## config.mk

```make
export PLATFORM = sky130hd
export DESIGN_NAME = uart_tx_arbiter
export DESIGN_NICKNAME = d
export VERILOG_FILES = /design/src/rtl/uart_tx_arbiter.sv
export SDC_FILE = /design/constraint.sdc
export NUM_CORES = 1
export LEC_CHECK = 0
export ABC_CLOCK_PERIOD_IN_PS = 2120
export CAP_MARGIN = 20
export CORE_ASPECT_RATIO = 1.75
export CORE_MARGIN = 3
export CORE_UTILIZATION = 44
export DETAILED_ROUTE_END_ITERATION = 12
export PLACE_DENSITY = 0.85
export SETUP_SLACK_MARGIN = 0.02
export SLEW_MARGIN = 20
export SYNTH_ARGS = -nofsm -noshare
export SYNTH_HDL_FRONTEND = slang
export SYNTH_SLANG_ARGS = --single-unit
```

## constraint.sdc

```tcl
create_clock -name sck -period 2.12 [get_ports sck]
set_input_delay 0.318 -clock sck [delete_from_list [all_inputs] [get_ports sck]]
set_output_delay 0.318 -clock sck [all_outputs]
set_load 0.005 [all_outputs]
```

## src/rtl/uart_tx_arbiter.sv

```systemverilog
// Round-robin arbiter in front of a single 8N1 UART transmitter.
// One requester is granted per frame; grants happen only while the line is idle.
module uart_tx_arbiter #(
  parameter int N_REQ        = 4,
  parameter int CLKS_PER_BIT = 16
) (
  input  logic               sck,
  input  logic               reset,
  input  logic [N_REQ-1:0]   req,
  input  logic [8*N_REQ-1:0] data,
  output logic [N_REQ-1:0]   ack,
  output logic               tx,
  output logic               busy,
  output logic [2:0]         src
);

  localparam int unsigned PW = $clog2(N_REQ);
  localparam int unsigned BW = $clog2(CLKS_PER_BIT);

  typedef enum logic [1:0] {IDLE, START, DATA, STOP} state_t;

  state_t           state_q, state_d;
  logic [BW-1:0]    baud_q, baud_d;
  logic [2:0]       bit_q, bit_d;
  logic [7:0]       shreg_q, shreg_d;
  logic [PW-1:0]    last_q, last_d;
  logic [N_REQ-1:0] ack_d;
  logic             tx_d, busy_d;
  logic [2:0]       src_d;

  logic             found;
  logic [PW-1:0]    win;
  logic [7:0]       win_byte;
  int               cand;

  // Search starts one past the last grant and wraps; first asserted request wins.
  always_comb begin
    found = 1'b0;
    win   = '0;
    cand  = 0;
    for (int k = 1; k <= N_REQ; k++) begin
      cand = int'(last_q) + k;
      if (cand >= N_REQ) cand = cand - N_REQ;
      if (!found && req[PW'(cand)]) begin
        found = 1'b1;
        win   = PW'(cand);
      end
    end
  end

  always_comb begin
    win_byte = '0;
    for (int i = 0; i < N_REQ; i++) begin
      if (win == PW'(i)) win_byte = data[8*i +: 8];
    end
  end

  wire baud_done = (baud_q == BW'(CLKS_PER_BIT - 1));

  // Next-state and next-output logic; every register holds unless changed below.
  always_comb begin
    state_d = state_q;
    baud_d  = baud_q;
    bit_d   = bit_q;
    shreg_d = shreg_q;
    last_d  = last_q;
    ack_d   = '0;
    tx_d    = tx;
    busy_d  = busy;
    src_d   = src;
    case (state_q)
      IDLE: begin
        baud_d = '0;
        bit_d  = '0;
        tx_d   = 1'b1;
        busy_d = 1'b0;
        if (found) begin
          state_d = START;
          tx_d    = 1'b0;
          busy_d  = 1'b1;
          ack_d   = N_REQ'(1) << win;
          src_d   = 3'(win);
          last_d  = win;
          shreg_d = win_byte;
        end
      end
      START: begin
        if (baud_done) begin
          state_d = DATA;
          baud_d  = '0;
          bit_d   = '0;
          tx_d    = shreg_q[0];
          shreg_d = {1'b0, shreg_q[7:1]};
        end else begin
          baud_d = baud_q + BW'(1);
        end
      end
      DATA: begin
        if (baud_done) begin
          baud_d = '0;
          if (bit_q == 3'd7) begin
            state_d = STOP;
            tx_d    = 1'b1;
          end else begin
            bit_d   = bit_q + 3'd1;
            tx_d    = shreg_q[0];
            shreg_d = {1'b0, shreg_q[7:1]};
          end
        end else begin
          baud_d = baud_q + BW'(1);
        end
      end
      STOP: begin
        if (baud_done) begin
          state_d = IDLE;
          baud_d  = '0;
          busy_d  = 1'b0;
        end else begin
          baud_d = baud_q + BW'(1);
        end
      end
      default: state_d = IDLE;
    endcase
  end

  always_ff @(posedge sck or negedge reset) begin
    if (!reset) begin
      state_q <= IDLE;
      baud_q  <= '0;
      bit_q   <= '0;
      shreg_q <= '0;
      last_q  <= PW'(N_REQ - 1);
      ack     <= '0;
      tx      <= 1'b1;
      busy    <= 1'b0;
      src     <= '0;
    end else begin
      state_q <= state_d;
      baud_q  <= baud_d;
      bit_q   <= bit_d;
      shreg_q <= shreg_d;
      last_q  <= last_d;
      ack     <= ack_d;
      tx      <= tx_d;
      busy    <= busy_d;
      src     <= src_d;
    end
  end

endmodule

```

==> results of run 1 <==
## logic make-up (layout without fill, tap and decap cells)
logic type      count (synthesis)  in the layout  synth area share
mux                            11             11            0.0628
flops                          27             27             0.375
compound gates                 63             63             0.259
buf+inv                        26             83            0.0704
simple gates                   49             49             0.159
fa+ha+maj                       9              9            0.0622
other cells                     1              1           0.00207
xor+xnor                        2              2           0.00967
## cells in the final DEF (no fill, tap or decap), types with 8 or more instances in the layout
cell type,instances
clkdlybuf4s50_1,45
dfrtp_1,24
buf_4,17
inv_1,15
a211oi_1,14
nand2b_1,12
o21ai_0,10
ha_1,9
mux2i_1,8
a21oi_1,8
nand2_1,8
## flip-flops by register name, summed over array words and instances, names as in the netlist
name,flops
shreg_q,8
baud_q,4
busy,1
tx,1
ack,4
last_q,2
bit_q,3
src,2
state_q,2
## path summary, 6_finish.rpt
kind	from	endpoint	slack, ps	cells after the start
hold / removal	reset	ack[1]	330	1
max in group asynchronous	reset	tx	1240	2
setup reg to reg	last_q[1]	shreg_q[6]	200	5
min in group sck	tx	tx	480	2
hold reg to reg	tx	tx	480	2
setup / recovery	last_q[1]	shreg_q[6]	200	5
## worst reg2reg max path, cell delays in order, from the launching register on
cell,delay [ps]
dfstp_2,600
mux2i_1,240
o22ai_2,120
a21o_1,290
a211oi_1,420
o21ai_1,130
## per-layer routing
layer / global-route usage / wire length (um) / vias up
met3: 0.0215 / 123 / 11
met4: 0.0956 / 123 / 0
met1: 0.199 / 1480 / 787
met5: 0 / 0 / -
met2: 0.373 / 2530 / 41
li1: - / - / 794
## power breakdown
part	switching [mW]	internal, mW
Combinational	0.956	0.967
Clock	0.168	0.138
Sequential	0.161	0.756
## final cells by class
| type | instances | area, um^2 | share of cell area |
|---|---|---|---|
| multi-input cells | 135 | 1010 | 0.410 |
| clock buffers | 3 | 41.3 | 0.0168 |
| repair buffers | 63 | 598 | 0.244 |
| well taps | 48 | 60.1 | 0.0245 |
| flip-flops and latches | 27 | 679 | 0.277 |
| clock inverters | 1 | 8.76 | 0.00357 |
| inverters | 16 | 60.1 | 0.0245 |
## what timing repair did
action | CTS | global route
pin swaps | 0 | 0
gates resized for setup | 0 | 1
setup endpoints to repair | 7 | 1
setup buffers | 1 | 0
==> results.sh, run 1 <==
export IMPL_leakage_nw=1.06
export IMPL_clk_path_buf_depth=2
export IMPL_tritoncts="yes"
export IMPL_crit_path_start_kind="flop"
export IMPL_drt_initial_drc_count=37
export IMPL_fin_area_um2=2450
export IMPL_synth_main_ff_cell="dfrtp_1"
export IMPL_instances_no_fill=293
export IMPL_clkTransAtPathRegs_ps=100
export IMPL_place_worst_setup_slack_ps=-46.1
export IMPL_grt_pass1_vias=1706
export IMPL_rsz0062_at_grt="false"
export IMPL_holdBufCountCts=0
export IMPL_final_util=0.629
export IMPL_synth_top_area_share=0.331
export IMPL_grt_overflow=0
export IMPL_drtPass1Iterations=4
export IMPL_coreArea_um2=3900
export IMPL_die_area_um2=4950
export IMPL_n_antenna_cell=0
export IMPL_yosysTopAreaCell="dfrtp_1"
export IMPL_wl_um=4250
export IMPL_gp_congestion=0.858
export IMPL_hold_viol_final=0
export IMPL_hold_slack_ps=327
export IMPL_grt_pass1_wl_um=7440
export IMPL_cp_max_fo=11
export IMPL_drc_errors=0
export IMPL_fin_crit_sh=0.906
export IMPL_grt_usage=0.199
export IMPL_area_delta_synth_final_pct=35.5
export IMPL_dp_hpwl_um=3530
export IMPL_num_rows=30
export IMPL_irDropWorstVdd_uv=880
export IMPL_die_w_um=54.5
export IMPL_cp_cell_sequence="mux2i_1, o22ai_2, a21o_1, a211oi_1, o21ai_1"
export IMPL_timing_final_ws_setup_ps=198
export IMPL_ctsRootBufferMaster="clkbuf_8"
export IMPL_crit_path_end_kind="flop"
export IMPL_async_flop_share=1.00
export IMPL_slowest_stage="dfstp_2"
export IMPL_nFillCells=338
export IMPL_total_power_mw=3.15
export IMPL_insertion_delay_ps=280
export IMPL_skew_ps=8.85
export IMPL_max_stage_delay_ps=600
export IMPL_dpl_cell_count=288
export IMPL_synth_seq_cells=27
export IMPL_synth_edf_count=0
export IMPL_synth_area_top_cells="dfrtp_1 (33%), ha_1 (6.2%), a211oi_1 (5.8%), mux2i_1 (4.4%), dfstp_2 (4.4%)"
export IMPL_fmax_ghz=0.520
export IMPL_status="finished, final reports clean"
export IMPL_cp_top_family="compound AO/OA/AOI/OAI gates"
export IMPL_ys_warn_count=0
export IMPL_grt_max_degree=18
export IMPL_htreeDepth=1
export IMPL_num_vias=1633
export IMPL_synth_fp_nets=235
export IMPL_synth_avg_cell_area_um2=9.64
export IMPL_syn_area_um2=1810
export IMPL_syn_inst=188
export IMPL_initial_core_util=0.464
export IMPL_fin_nets=293
export IMPL_antenna_found_initial=0
export IMPL_finalSetupViolCount=0
export IMPL_yosysMostFrequentCell="dfrtp_1"
export IMPL_pin_count=47
export IMPL_yosysSeqAreaShare=0.375
export IMPL_required_ps=2270
export IMPL_worstPathArrival_ps=2070
export IMPL_drive_above_1_share=0.147
export IMPL_port_buffers=45
export IMPL_cts_sinks=27
export IMPL_placed_area_um2=2380
export IMPL_cts_buffers=3
export IMPL_detail_route_wl_per_cell_um=14.5
export IMPL_slew_violations=0
export IMPL_criticalPathCategory="flop to flop"
export IMPL_worst_path_buf_inv=0
export IMPL_vias_per_cell=5.57
export IMPL_die_h_um=90.9
export IMPL_powerDensity_nw_per_um2=1280
export IMPL_ys_types=45
export IMPL_tns_ps=0
export IMPL_hold_path_class="input pin to async pin"
export IMPL_cap_violations=0
export IMPL_synth_common_cells="dfrtp_1 (24), inv_1 (15), a211oi_1 (14), nand2b_1 (12), o21ai_0 (10)"
export IMPL_min_period_ps=1920
export IMPL_ant_nets=0
No activity file was read; power rests on OpenSTA's default activity.
==> inputs of run 2 (changes only) <==
- CAP_MARGIN: 20 -> 40
- SLEW_MARGIN: 20 -> default
==> results of run 2 <==
No change in the layout: final DEF, timing and power equal those of run 1.
==> inputs of run 3 (changes only) <==
- ABC_AREA: default -> 0
- CORE_MARGIN: 3 -> 8
==> results.sh, run 3 (synthesis results as in run 1) <==
export IMPL_crit_path_end_kind="flop"
export IMPL_drc_errors=0
export IMPL_criticalPathCategory="flop to flop"
export IMPL_finalSetupViolCount=0
export IMPL_cp_max_fo=14
export IMPL_combPwrFrac=0.609
export IMPL_grt_pass1_wl_um=7470
export IMPL_cts_sinks=27
export IMPL_ctsResizeCount=0
export IMPL_cts_buffers=3
export IMPL_seqPwrFrac=0.299
export IMPL_layout_commonest_cell="clkdlybuf4s50_1"
export IMPL_reg2reg_depth=8
export IMPL_dp_hpwl_um=3640
export IMPL_nFillCells=351
export IMPL_n_antenna_cell=0
export IMPL_clkTransAtPathRegs_ps=90
export IMPL_ctsRootBufferMaster="clkbuf_8"
export IMPL_reg2reg_to="shreg_q[1]"
export IMPL_drt_initial_drc_count=48
export IMPL_detail_route_wl_per_cell_um=15.2
export IMPL_die_w_um=64.5
export IMPL_die_area_um2=6510
export IMPL_irDropWorstVdd_uv=779
export IMPL_largest_reg_flops=8
export IMPL_tns_ps=0
export IMPL_reg_top3="shreg_q x8, ack x4, baud_q x4"
export IMPL_vias_per_cell=5.40
export IMPL_num_rows=31
export IMPL_status="finished, final reports clean"
export IMPL_required_ps=2280
export IMPL_switchingPower_mw=1.26
export IMPL_drive_above_1_share=0.132
export IMPL_initial_core_util=0.449
export IMPL_fin_crit_sh=0.917
export IMPL_hold_viol_final=0
export IMPL_powerDensity_nw_per_um2=1270
export IMPL_cellInternalPower_mw=1.82
export IMPL_antenna_found_initial=0
export IMPL_place_worst_setup_slack_ps=6.08
export IMPL_r2r_start="state_q[0]"
export IMPL_drtPass1Iterations=6
export IMPL_timing_final_ws_setup_ps=176
export IMPL_rsz0062_at_grt="false"
export IMPL_fin_area_um2=2430
export IMPL_clk_path_buf_depth=2
export IMPL_gp_congestion=0.761
export IMPL_holdBufCountCts=0
export IMPL_slew_violations=0
export IMPL_num_vias=1572
export IMPL_swShare=0.409
export IMPL_fin_nets=290
export IMPL_placed_area_um2=2380
export IMPL_grt_max_degree=28
export IMPL_wl_um=4420
export IMPL_cap_violations=0
export IMPL_crit_path_start_kind="flop"
export IMPL_grt_usage=0.138
export IMPL_die_h_um=101
export IMPL_coreArea_um2=4030
export IMPL_hold_path_class="input pin to async pin"
export IMPL_area_delta_synth_final_pct=34.0
export IMPL_htreeDepth=1
export IMPL_worstPathArrival_ps=2100
export IMPL_grt_pass1_vias=1659
export IMPL_regMostFlops="shreg_q"
export IMPL_pwr_share_clk=0.093
export IMPL_grt_overflow=0
export IMPL_fmax_ghz=0.515
export IMPL_cts_setup_buffers=0
export IMPL_min_period_ps=1940
export IMPL_insertion_delay_ps=260
export IMPL_ant_nets=0
export IMPL_rrSetupSlack_ps=180
export IMPL_port_buffers=45
export IMPL_tritoncts="yes"
export IMPL_pin_count=47
export IMPL_most_common_layout_cells="clkdlybuf4s50_1 (45), dfrtp_1 (24), inv_1 (15), a211oi_1 (14), buf_4 (14)"
export IMPL_leakage_nw=1.05
export IMPL_skew_ps=1.47
[run 3: cell count changes in the layout (fill, tap and decap cells not counted), sizes merged]
cell / change
inv: -1
clkinv: +1
buf: -3
[run 3: critical path, stage by stage, from the launching register on]
cell and delay [ps]:
dfrtp_1 440, inv_1 110, ha_1 220, nor2_1 260, o21bai_4 110, a221oi_4 230
buf_12 180, mux2i_1 190, o21ai_1 80
[run 3: metal layers]
metal	global-route usage	routed length, um	part of all wire	vias to the layer above
met4	0.0557	80	0.018	0
li1	-	-	-	781
met1	0.140	1610	0.36	761
met2	0.265	2590	0.59	26
met5	0	0	0	-
met3	0.0234	142	0.032	4
[run 3: through the flow]
stage | hold slack [ps] | power (mW) | std cells | utilization
after floorplan | 22.4 | 2.17 | 188 | -
after global placement | 461 | 2.73 | 287 | 0.590
final | 411 | 3.08 | 291 | 0.602
after CTS | 421 | 3.10 | 291 | 0.602
after detailed placement | 470 | 2.80 | 287 | 0.590
after global routing | 442 | 3.31 | 291 | 0.602
[run 3: how the worst max path moves through the flow]
stage / start / endpoint / slack (ps) / cells past startpoint
2_1_floorplan: state_q[0] / shreg_q[4] / 130 / 9
5_1_grt: state_q[0] / shreg_q[4] / 100 / 8
3_3_place_gp: req[3] / shreg_q[0] / 60 / 6
4_1_cts: state_q[0] / shreg_q[6] / 180 / 8
6_report: state_q[0] / shreg_q[1] / 180 / 8
3_5_place_dp: req[3] / shreg_q[0] / 6 / 6
[run 3: power groups by stage]
stage                     Combinational [mW]  Sequential (mW)  Clock, mW
after floorplan                         1.29            0.880          0
final                                   1.88            0.921      0.286
after CTS                               1.89            0.921      0.287
after global routing                    2.06            0.950      0.308
after global placement                  1.81            0.920          0
after detailed placement                1.87            0.931          0
[run 3: layout make-up]
cell class / count / area [um^2] / area share
Clock inverter: 1 / 5.00 / 0.00206
Tap cell: 49 / 61.3 / 0.0253
Clock buffer: 3 / 41.3 / 0.0170
Multi-Input combinational cell: 135 / 1000 / 0.414
Timing Repair Buffer: 60 / 576 / 0.237
Inverter: 16 / 60.1 / 0.0247
Sequential cell: 27 / 679 / 0.280
